==> src/rtl/uart_ctrl_pkg.sv <==
// ---------------------------------------------------------------------------
// uart_ctrl_pkg
// Shared types and constants for the UART transmit arbiter slice.
//   arb_state_t      : arbiter FSM states (IDLE, SEND, WAIT, GAP)
//   UART_ARB_MAX_REQ : largest supported requester count
//   GRANT_W          : width of a requester index
//   GAP_W / WDOG_W   : widths of the inter-byte gap and watchdog counters
// ---------------------------------------------------------------------------
package uart_ctrl_pkg;

  localparam int UART_ARB_MAX_REQ = 8;
  localparam int GRANT_W          = $clog2(UART_ARB_MAX_REQ);
  localparam int GAP_W            = 16;
  // One bit wider than the largest timeout so the compare never wraps.
  localparam int WDOG_W           = 17;

  typedef enum logic [1:0] {
    ST_IDLE = 2'd0,
    ST_SEND = 2'd1,
    ST_WAIT = 2'd2,
    ST_GAP  = 2'd3
  } arb_state_t;

endpackage

==> src/rtl/uart_rr_pick.sv <==
// ---------------------------------------------------------------------------
// uart_rr_pick
// Combinational round-robin picker. Scans upward from (last_idx+1) mod N_REQ,
// wrapping, and returns the first set request.
//   req      in  N_REQ   : request vector
//   last_idx in  GRANT_W : index granted most recently
//   gnt      out N_REQ   : one-hot grant (zero when no request)
//   idx      out GRANT_W : index of the granted request (last_idx when none)
//   any      out 1       : at least one request is set
// ---------------------------------------------------------------------------
module uart_rr_pick
  import uart_ctrl_pkg::*;
#(
  parameter int N_REQ = 4
) (
  input  logic [N_REQ-1:0]   req,
  input  logic [GRANT_W-1:0] last_idx,
  output logic [N_REQ-1:0]   gnt,
  output logic [GRANT_W-1:0] idx,
  output logic               any
);

  // NOTE: every output of a combinational block gets a default before any
  // conditional assignment; a path that skips an assignment infers a latch.
  always_comb begin
    int j;
    gnt = '0;
    idx = last_idx;
    any = 1'b0;
    j   = 0;
    // Offset N_REQ lands back on last_idx, so it has the lowest priority.
    for (int off = 1; off <= N_REQ; off++) begin
      j = int'(last_idx) + off;
      if (j >= N_REQ) j = j - N_REQ;
      if (!any && req[j]) begin
        any    = 1'b1;
        gnt[j] = 1'b1;
        idx    = GRANT_W'(j);
      end
    end
  end

endmodule

==> src/rtl/uart_tx_arbiter.sv <==
// ---------------------------------------------------------------------------
// uart_tx_arbiter
// Round-robin scheduler sharing one 8N1 byte transmitter among N_REQ byte
// producers. Accepts one byte from the winner over valid/ready, pulses tx_go
// with the byte, waits for tx_done (guarded by a watchdog), idles for
// GAP_CYCLES, then re-arbitrates.
//
// Parameters: N_REQ (2..8), GAP_CYCLES (0..65535), TIMEOUT_CYCLES (0 = off)
// Ports:
//   clk, rst_n      : clock, asynchronous active-low reset
//   req_valid [N]   : requester i holds a byte
//   req_data  [8N]  : byte of requester i at [8i+7:8i]
//   req_last  [N]   : end-of-packet marker (UART_ARB_PKT_LOCK_EN only)
//   req_ready [N]   : one-hot accept, combinational in IDLE only
//   tx_go           : one-cycle start pulse to the transmitter
//   tx_data   [8]   : byte for the transmitter, held until the next accept
//   tx_done         : one-cycle pulse from the transmitter after stop bit
//   busy            : FSM is not in IDLE
//   grant_id  [3]   : index of the last accepted requester
//   err_timeout     : one-cycle pulse when the watchdog fires
//
// Build option: define UART_ARB_PKT_LOCK_EN to hold the grant on one
// requester until it presents a byte with req_last set.
// ---------------------------------------------------------------------------
module uart_tx_arbiter
  import uart_ctrl_pkg::*;
#(
  parameter int N_REQ          = 4,
  parameter int GAP_CYCLES     = 0,
  parameter int TIMEOUT_CYCLES = 65535
) (
  input  logic                 clk,
  input  logic                 rst_n,
  input  logic [N_REQ-1:0]     req_valid,
  input  logic [8*N_REQ-1:0]   req_data,
`ifdef UART_ARB_PKT_LOCK_EN
  input  logic [N_REQ-1:0]     req_last,
`endif
  output logic [N_REQ-1:0]     req_ready,
  output logic                 tx_go,
  output logic [7:0]           tx_data,
  input  logic                 tx_done,
  output logic                 busy,
  output logic [GRANT_W-1:0]   grant_id,
  output logic                 err_timeout
);

  localparam logic [GAP_W-1:0]  GAP_END  = GAP_W'(GAP_CYCLES - 1);
  localparam logic [WDOG_W-1:0] WDOG_END = WDOG_W'(TIMEOUT_CYCLES);

  arb_state_t          state_q, state_d;
  logic [7:0]          tx_data_q;
  logic [GRANT_W-1:0]  grant_id_q;
  logic [GAP_W-1:0]    gap_cnt_q;
  logic [WDOG_W-1:0]   wdog_cnt_q;
  logic [WDOG_W-1:0]   wdog_inc;
  logic                err_q;

  logic [N_REQ-1:0]    pick_gnt;
  logic [GRANT_W-1:0]  pick_idx;
  logic                pick_any;
  logic [N_REQ-1:0]    sel_gnt;
  logic [GRANT_W-1:0]  sel_idx;
  logic                sel_any;
  logic [7:0]          sel_byte;
  logic                accept;
  logic                wdog_hit;
  logic                timeout_fire;

  uart_rr_pick #(.N_REQ(N_REQ)) u_pick (
    .req      (req_valid),
    .last_idx (grant_id_q),
    .gnt      (pick_gnt),
    .idx      (pick_idx),
    .any      (pick_any)
  );

`ifdef UART_ARB_PKT_LOCK_EN
  logic lock_q;

  // While locked only the current owner may be granted; others wait.
  always_comb begin
    sel_gnt = pick_gnt;
    sel_idx = pick_idx;
    sel_any = pick_any;
    if (lock_q) begin
      sel_any = req_valid[grant_id_q];
      sel_gnt = sel_any ? (N_REQ'(1) << grant_id_q) : '0;
      sel_idx = grant_id_q;
    end
  end

  always_ff @(posedge clk or negedge rst_n) begin
    if (!rst_n) begin
      lock_q <= 1'b0;
    end else if (accept) begin
      lock_q <= !req_last[sel_idx];
    end else if (timeout_fire) begin
      lock_q <= 1'b0;
    end
  end
`else
  assign sel_gnt = pick_gnt;
  assign sel_idx = pick_idx;
  assign sel_any = pick_any;
`endif

  // One-hot OR mux of the winning byte.
  always_comb begin
    sel_byte = '0;
    for (int i = 0; i < N_REQ; i++) begin
      if (sel_gnt[i]) sel_byte = req_data[8*i +: 8];
    end
  end

  assign accept       = (state_q == ST_IDLE) && sel_any;
  assign wdog_inc     = wdog_cnt_q + WDOG_W'(1);
  assign wdog_hit     = (TIMEOUT_CYCLES != 0) && (wdog_inc == WDOG_END);
  assign timeout_fire = (state_q == ST_WAIT) && !tx_done && wdog_hit;

  always_comb begin
    state_d = state_q;
    unique case (state_q)
      ST_IDLE: if (accept) state_d = ST_SEND;
      ST_SEND: state_d = ST_WAIT;
      ST_WAIT: begin
        if (tx_done)           state_d = (GAP_CYCLES > 0) ? ST_GAP : ST_IDLE;
        else if (timeout_fire) state_d = ST_IDLE;
      end
      ST_GAP:  if (gap_cnt_q == GAP_END) state_d = ST_IDLE;
      default: state_d = ST_IDLE;
    endcase
  end

  // NOTE: reset is asynchronous, so it appears in the sensitivity list and
  // every register returns to its reset value without waiting for clk.
  always_ff @(posedge clk or negedge rst_n) begin
    if (!rst_n) begin
      state_q    <= ST_IDLE;
      tx_data_q  <= 8'h00;
      grant_id_q <= GRANT_W'(N_REQ - 1);
      gap_cnt_q  <= '0;
      wdog_cnt_q <= '0;
      err_q      <= 1'b0;
    end else begin
      // NOTE: non-blocking assignments make every register sample the
      // pre-edge values, independent of statement order.
      state_q <= state_d;
      err_q   <= timeout_fire;
      if (accept) begin
        tx_data_q  <= sel_byte;
        grant_id_q <= sel_idx;
      end
      if (state_q == ST_SEND) begin
        wdog_cnt_q <= '0;
      end else if (state_q == ST_WAIT && TIMEOUT_CYCLES != 0) begin
        wdog_cnt_q <= wdog_inc;
      end
      if (state_q == ST_WAIT) begin
        gap_cnt_q <= '0;
      end else if (state_q == ST_GAP) begin
        gap_cnt_q <= gap_cnt_q + GAP_W'(1);
      end
    end
  end

  // Ready is gated by reset so it reads zero while rst_n is held low.
  assign req_ready   = (state_q == ST_IDLE && rst_n) ? sel_gnt : '0;
  assign tx_go       = (state_q == ST_SEND);
  assign tx_data     = tx_data_q;
  assign busy        = (state_q != ST_IDLE);
  assign grant_id    = grant_id_q;
  assign err_timeout = err_q;

endmodule

==> config.mk <==
export PLATFORM = sky130hd
export DESIGN_NAME = uart_tx_arbiter
export DESIGN_NICKNAME = d
export VERILOG_FILES = /design/src/rtl/uart_ctrl_pkg.sv /design/src/rtl/uart_rr_pick.sv /design/src/rtl/uart_tx_arbiter.sv
export SDC_FILE = /design/constraint.sdc
export NUM_CORES = 1
export LEC_CHECK = 0
export CORE_MARGIN = 2
export CORE_UTILIZATION = 54
export DETAILED_ROUTE_END_ITERATION = 16
export GPL_ROUTABILITY_DRIVEN = 0
export HOLD_SLACK_MARGIN = 0.15
export PLACE_DENSITY = 0.91
export SLEW_MARGIN = 20
export SYNTH_ARGS = -nofsm -noshare
export SYNTH_HDL_FRONTEND = slang
export SYNTH_SLANG_ARGS = --single-unit
==> constraint.sdc <==
create_clock -name clk -period 5.01 [get_ports clk]
set_input_delay 1.2525 -clock clk [delete_from_list [all_inputs] [get_ports clk]]
set_output_delay 1.2525 -clock clk [all_outputs]
set_load 0.02 [all_outputs]
# Yosys cells after proc, flatten, opt, wreduce, memory -nomap -nowiden
# Index checks and enable logic that the tools add are counted.
# word_totals
reg_bits	47
inputBits	39
wordCells	111
# op_classes
reduce_logical	22
n_addsub	10
n_bitwise	3
muxes	50
order_cmp	12
eq_ne	8
# op_table
op	count
>= comparator 32 x 1 -> 1 bit, second input constant	4
>= comparator 32 x 4 -> 1 bit, second input constant	4
less-than comparator 32 x 4 -> 1 bit, second input constant	4
two-way mux 32 bit	4
subtractor 32 x 4 -> 32 bit, second input constant	4
two-way mux 17 bit	2
two-way mux 16 bit	2
two-way mux 8 bit	4
two-way mux 4 bit	5
adder 17 x 1 -> 17 bit, second input constant	1
equality test 17 x 16 -> 1 bit, second input constant	1
adder 16 x 1 -> 16 bit, second input constant	1
equality test 16 bit, second input constant	1
two-way mux 1 bit	16
two-way mux 3 bit	4
bitwise OR 4 bit	3
logical AND 1 bit	11
adder 3 x 2 -> 4 bit, second input constant	2
binary-select mux 1 bit (select 2 bit)	4
demux 1 bit (select 2 bit)	4
two-way mux 2 bit	4
case mux 2 bit (4 select lines)	1
nonzero test 2 bit	3
adder 3 x 1 -> 4 bit, second input constant	1
10 further kinds	15

# Logic depth before layout (Yosys ltp)
# depth
depth_word	20
depth_mapped	11

# Modules after synthesis
# Synthesis repeated with hierarchy kept, for this count alone.
# unflattened
cells_unflattened	392
hier_area_um2	3458.3
# by_module_without_submodules
mod	seq_area_each_um2	area_each_um2	cells_each	n_inst
uart_tx_arbiter	1178.6	2862.7	321	1
uart_rr_pick	0.0	595.6	71	1

# Least setup slack after synthesis
# Ideal clock, no wire load.
# synth_timing
path_type	register -> output
startpoint	reg grant_id_q[0] (netlist: grant_id[0])
endpoint	out req_ready[1]
required_ns	3.758
stages_incl_launch_ff	11
path_slack_ns	0.672
n_path_buf	3
t_arrival_ns	3.086
path_cell_list	dfstp_2 -> clkbuf_1 -> inv_1 -> ha_1 -> mux4_2 -> buf_6 -> and4bb_4 -> o2bb2ai_1 -> or2_0 -> buf_2 -> nor2b_1
# synth_via
elab_chain_len	17
word_cells_on_any_way	65
cone_classes	add/sub (8); order compare (12); mux (32); bitwise (3); reduce/logical (10)
# synth_lines
element	line	source
start: declaration	uart_tx_arbiter.sv:53	logic [GRANT_W-1:0] grant_id_q;
start signal: assignment	uart_tx_arbiter.sv:141	grant_id_q <= GRANT_W'(N_REQ - 1);
start signal: assignment	uart_tx_arbiter.sv:152	grant_id_q <= sel_idx;
branches (longest 15 deep; another with subtractor 32 x 4 -> 32 bit)	-	
two-way mux 4 bit *	uart_rr_pick.sv:35	if (!any && req[j]) begin
two-way mux 4 bit *	uart_tx_arbiter.sv:168	assign req_ready = (state_q == ST_IDLE && rst_n) ? sel_gnt : '0;
end: declaration	uart_tx_arbiter.sv:39	output logic [N_REQ-1:0] req_ready,
# Mark *: on every way between the ends. The select of a mux whose other input is x is not followed.

# Worst setup path in the final report
# layout_timing
startpoint	in req_valid[3]
endpoint	out req_ready[1]
# layout_via
elab_chain_len	14
word_cells_on_any_way	29
cone_classes	mux (20); bitwise (3); reduce/logical (6)
# layout_lines
element	line	source
start: declaration	uart_tx_arbiter.sv:34	input logic [N_REQ-1:0] req_valid,
binary-select mux 1 bit (select 2 bit)	uart_rr_pick.sv:35	
two-way mux 1 bit (not written as such) (2 in a row)	uart_rr_pick.sv:35	
two-way mux 1 bit	uart_rr_pick.sv:35	
zero test 1 bit	uart_rr_pick.sv:35	
logical AND 1 bit	uart_rr_pick.sv:35	
two-way mux 1 bit	uart_rr_pick.sv:35	
zero test 1 bit	uart_rr_pick.sv:35	
logical AND 1 bit	uart_rr_pick.sv:35	
two-way mux 1 bit	uart_rr_pick.sv:35	
zero test 1 bit	uart_rr_pick.sv:35	
logical AND 1 bit	uart_rr_pick.sv:35	
two-way mux 4 bit *	uart_rr_pick.sv:35	
two-way mux 4 bit *	uart_tx_arbiter.sv:168	
# Mark *: on every way between the ends. The rest lies on a longest branch, timed or not. The select of a mux whose other input is x is not followed.

==> flow_metrics.env <==
export IMPL_port_buffers=56
export IMPL_clk_pin_slew_ns=0.09
export IMPL_finalMaxSlewViolations=0
export IMPL_cp_max_fo=16
export IMPL_fin_total_pwr_mw=2.503
export IMPL_hold_viol=0
export IMPL_clockPowerShare_pct=11.6
export IMPL_routedWlPerCell_um=17.35
export IMPL_final_antenna_net_count=0
export IMPL_rsz0062_at_grt="no"
export IMPL_hpwlAfterDp_um=6650
export IMPL_wl_um=9092
export IMPL_clk_latency_ns=0.31
export IMPL_drive_gt1_share_pct=9.843
export IMPL_p_leak_nw=1.776
export IMPL_grt_max_degree=48
export IMPL_cp_arrival_ns=3.55
export IMPL_viasPerCell=6.345
export IMPL_internal_power_mw=1.326
export IMPL_numCtsBuffers=5
export IMPL_min_path_type="flop to flop"
export IMPL_synthArstFlopShare_pct=100.0
export IMPL_remaining_drc_errors=0
export IMPL_max_stage_delay_ns=0.57
export IMPL_worstSetupStartpointType="primary input"
export IMPL_fin_skew_ns=0.01038
export IMPL_synth_area_um2=3473
export IMPL_synthDistinctLibCells=64
export IMPL_max_vdd_ir_drop_v=0.0004830
export IMPL_cts_tree="built"
export IMPL_path_class="primary input to primary output"
export IMPL_dp_worst_setup_slack_ns=-0.0004707
export IMPL_drtIter0Drc=186
export IMPL_fp_dieArea_um2=7090
export IMPL_synth_area_per_cell_um2=8.998
export IMPL_maxCapViolCount=0
export IMPL_critical_path_slowest_cell="mux4_2"
export IMPL_fp_dieW_um=84.20
export IMPL_combPwrFrac_pct=65.2
export IMPL_placedCellCount=516
export IMPL_grt_pass1_wl_um=15530
export IMPL_synth_largest_area_cell="dfrtp_1"
export IMPL_crit_required_ns=3.76
export IMPL_nNetsFinal=505
export IMPL_coreArea_um2=6277
export IMPL_clock_root_buffer="clkbuf_8"
export IMPL_layout_common_cells="51 x clkdlybuf4s50_1, 45 x dfrtp_1, 41 x nor2_1"
export IMPL_ys_seq_area_share_pct=33.93
export IMPL_htreeDepth=2
export IMPL_grt_pass1_vias=3276
export IMPL_final_cells=524
export IMPL_seqCellArea_um2=1179
export IMPL_crit_chain="clkdlybuf4s50_1 > mux4_2 > buf_4 > a41oi_1 > o2bb2ai_1 > or2_0 > nor2b_1 > dlygate4sd2_1"
export IMPL_grt_usage_pct=26.38
export IMPL_finalCritPeriodShare_pct=95.89
export IMPL_layout_setup_ws_ns=0.2058
export IMPL_synth_top_area_share_pct=32.42
export IMPL_antenna_found_initial=0
export IMPL_finalSetupViolCount=0
export IMPL_critPathCaptureType="primary output"
export IMPL_power_switching_mw=1.177
export IMPL_yosys_register_bits=47
export IMPL_synth_nets=445
export IMPL_vias=3325
export IMPL_clk_path_buf_depth=2
export IMPL_overflow=0
export IMPL_netlist_top_cells_area="dfrtp_1 32%, ha_1 7.2%, nor2_1 4.4%"
export IMPL_row_count=29
export IMPL_worst_pin_slew_ns=0.8191
export IMPL_finalCriticalPeriod_ns=4.804
export IMPL_status="finished, final reports clean"
export IMPL_die_h_um=84.20
export IMPL_utilization_pct=68.21
export IMPL_p_per_area_nw_per_um2=584.6
export IMPL_post_cts_buffers=0
export IMPL_firstDrtPassIters=5
export IMPL_seq_power_share_pct=23.1
export IMPL_syn2layout_area_growth_pct=23.27
export IMPL_switching_share_pct=47.01
export IMPL_ys_flop_type="dfrtp_1"
export IMPL_slew_headroom_pct=45.39
export IMPL_synth_warnings=0
export IMPL_antenna_cells=0
export IMPL_synth_edf_count=0
export IMPL_syn_inst=386
export IMPL_final_fill_count=470
export IMPL_io_pins=57
export IMPL_layout_commonest_cell="clkdlybuf4s50_1"
export IMPL_max_freq_mhz=208.2
export IMPL_multi_input_area_um2=2137
export IMPL_initial_core_util_pct=55.33
export IMPL_cts_sinks=47
path summary, 6_finish.rpt:
path	start	endpoint	slack, ns	cells after the start
min reg2reg	tx_data[7]$_DFFE_PN0P_	tx_data[7]$_DFFE_PN0P_	0.50	2
min	tx_data[7]$_DFFE_PN0P_	tx_data[7]$_DFFE_PN0P_	0.50	2
max reg2reg	grant_id[1]$_DFFE_PN1P_	tx_data[3]$_DFFE_PN0P_	1.60	9
min in group asynchronous	rst_n	gap_cnt_q[3]$_DFFE_PN0P_	1.10	2
max	req_valid[3]	req_ready[1]	0.21	8
max in group asynchronous	rst_n	tx_data[4]$_DFFE_PN0P_	3.51	2
critical path: cells and delay by family:
kind | cells | cell delay [ns]
buffers and inverters | 3 | 1.06
and+or+nand+nor | 2 | 0.37
AOI/OAI and AO/OA | 2 | 0.31
muxes | 1 | 0.57
cell usage after synthesis (2+ instances only):
library cell / instances
nand3_1: 17
mux4_2: 4
nand2b_1: 5
nand4_1: 7
a41oi_1: 2
a211oi_1: 2
buf_4: 2
nand2_1: 30
nor3b_1: 2
mux2_2: 2
and3_1: 7
a21o_1: 2
dfstp_2: 2
inv_1: 16
o31ai_1: 11
nor2_1: 41
mux2i_1: 9
o31a_1: 2
o2bb2ai_1: 10
or4_1: 2
buf_2: 3
nor4_1: 3
ha_1: 20
a221oi_1: 9
a31oi_1: 2
or3_1: 3
clkbuf_1: 14
o21ai_0: 12
o22ai_1: 7
nor3_1: 15
dfrtp_1: 45
nand3b_1: 2
a21oi_1: 15
nor2b_1: 7
a2bb2oi_1: 8
xnor2_1: 12
xor2_1: 7
cell families after synthesis:
family	count (synthesis)	synth area share, %
multiplexers	15	5.836
AO/OA/AOI/OAI	98	21.69
AND/OR/NAND/NOR	150	22.01
XOR/XNOR	19	4.791
buffers and inverters	37	4.539
flip-flops	47	33.93
adder cells (fa/ha/maj)	20	7.205
repair_timing:
action	4_1_cts	5_1_grt
setup endpoints to repair	2	2
resized for setup	2	2
hold buffers	0	0
pin swaps	0	0
endpoints found under the hold margin	0	0
cell type report:
type	count	share of cell area [%]
Multi-Input combinational cell	302	49.91
Sequential cell	47	27.53
Timing Repair Buffer	74	16.19
Tap cell	77	2.250
Clock buffer	5	1.607
Inverter	16	1.403
Clock inverter	3	1.110
sequential cells by signal, indices dropped and copies added, names as in the netlist, named ones only:
signal       count
tx_data          8
grant_id         2
state_q          2
err_timeout      1
gap_cnt_q       16
wdog_cnt_q      17
routing by layer:
layer	wire length, um	global-route usage, %	vias up	share of wire, %
met5	0	0	-	0
met4	208	8.211	0	2.3
met3	506	3.441	24	5.6
met2	4553	44.16	129	50
met1	3823	35.81	1622	42
li1	-	-	1550	-
stage by stage:
stage	setup TNS (ns)	hold slack, ns	area [um^2]
after floorplan	0	0.4971	3473
after global placement	0	0.4786	4163
after detailed placement	-0.0004707	0.4818	4163
after CTS	0	0.5054	4277
after global routing	0	0.5195	4282
final	0	0.5021	4282
power by group through the flow:
stage	Sequential, mW	Combinational [mW]	Clock, mW
3_3_place_gp	0.575	1.55	0
4_1_cts	0.576	1.62	0.294
2_1_floorplan	0.596	1.11	0
6_report	0.579	1.63	0.291
5_1_grt	0.593	1.76	0.308
3_5_place_dp	0.582	1.61	0
(Power assumes the default switching activity.)
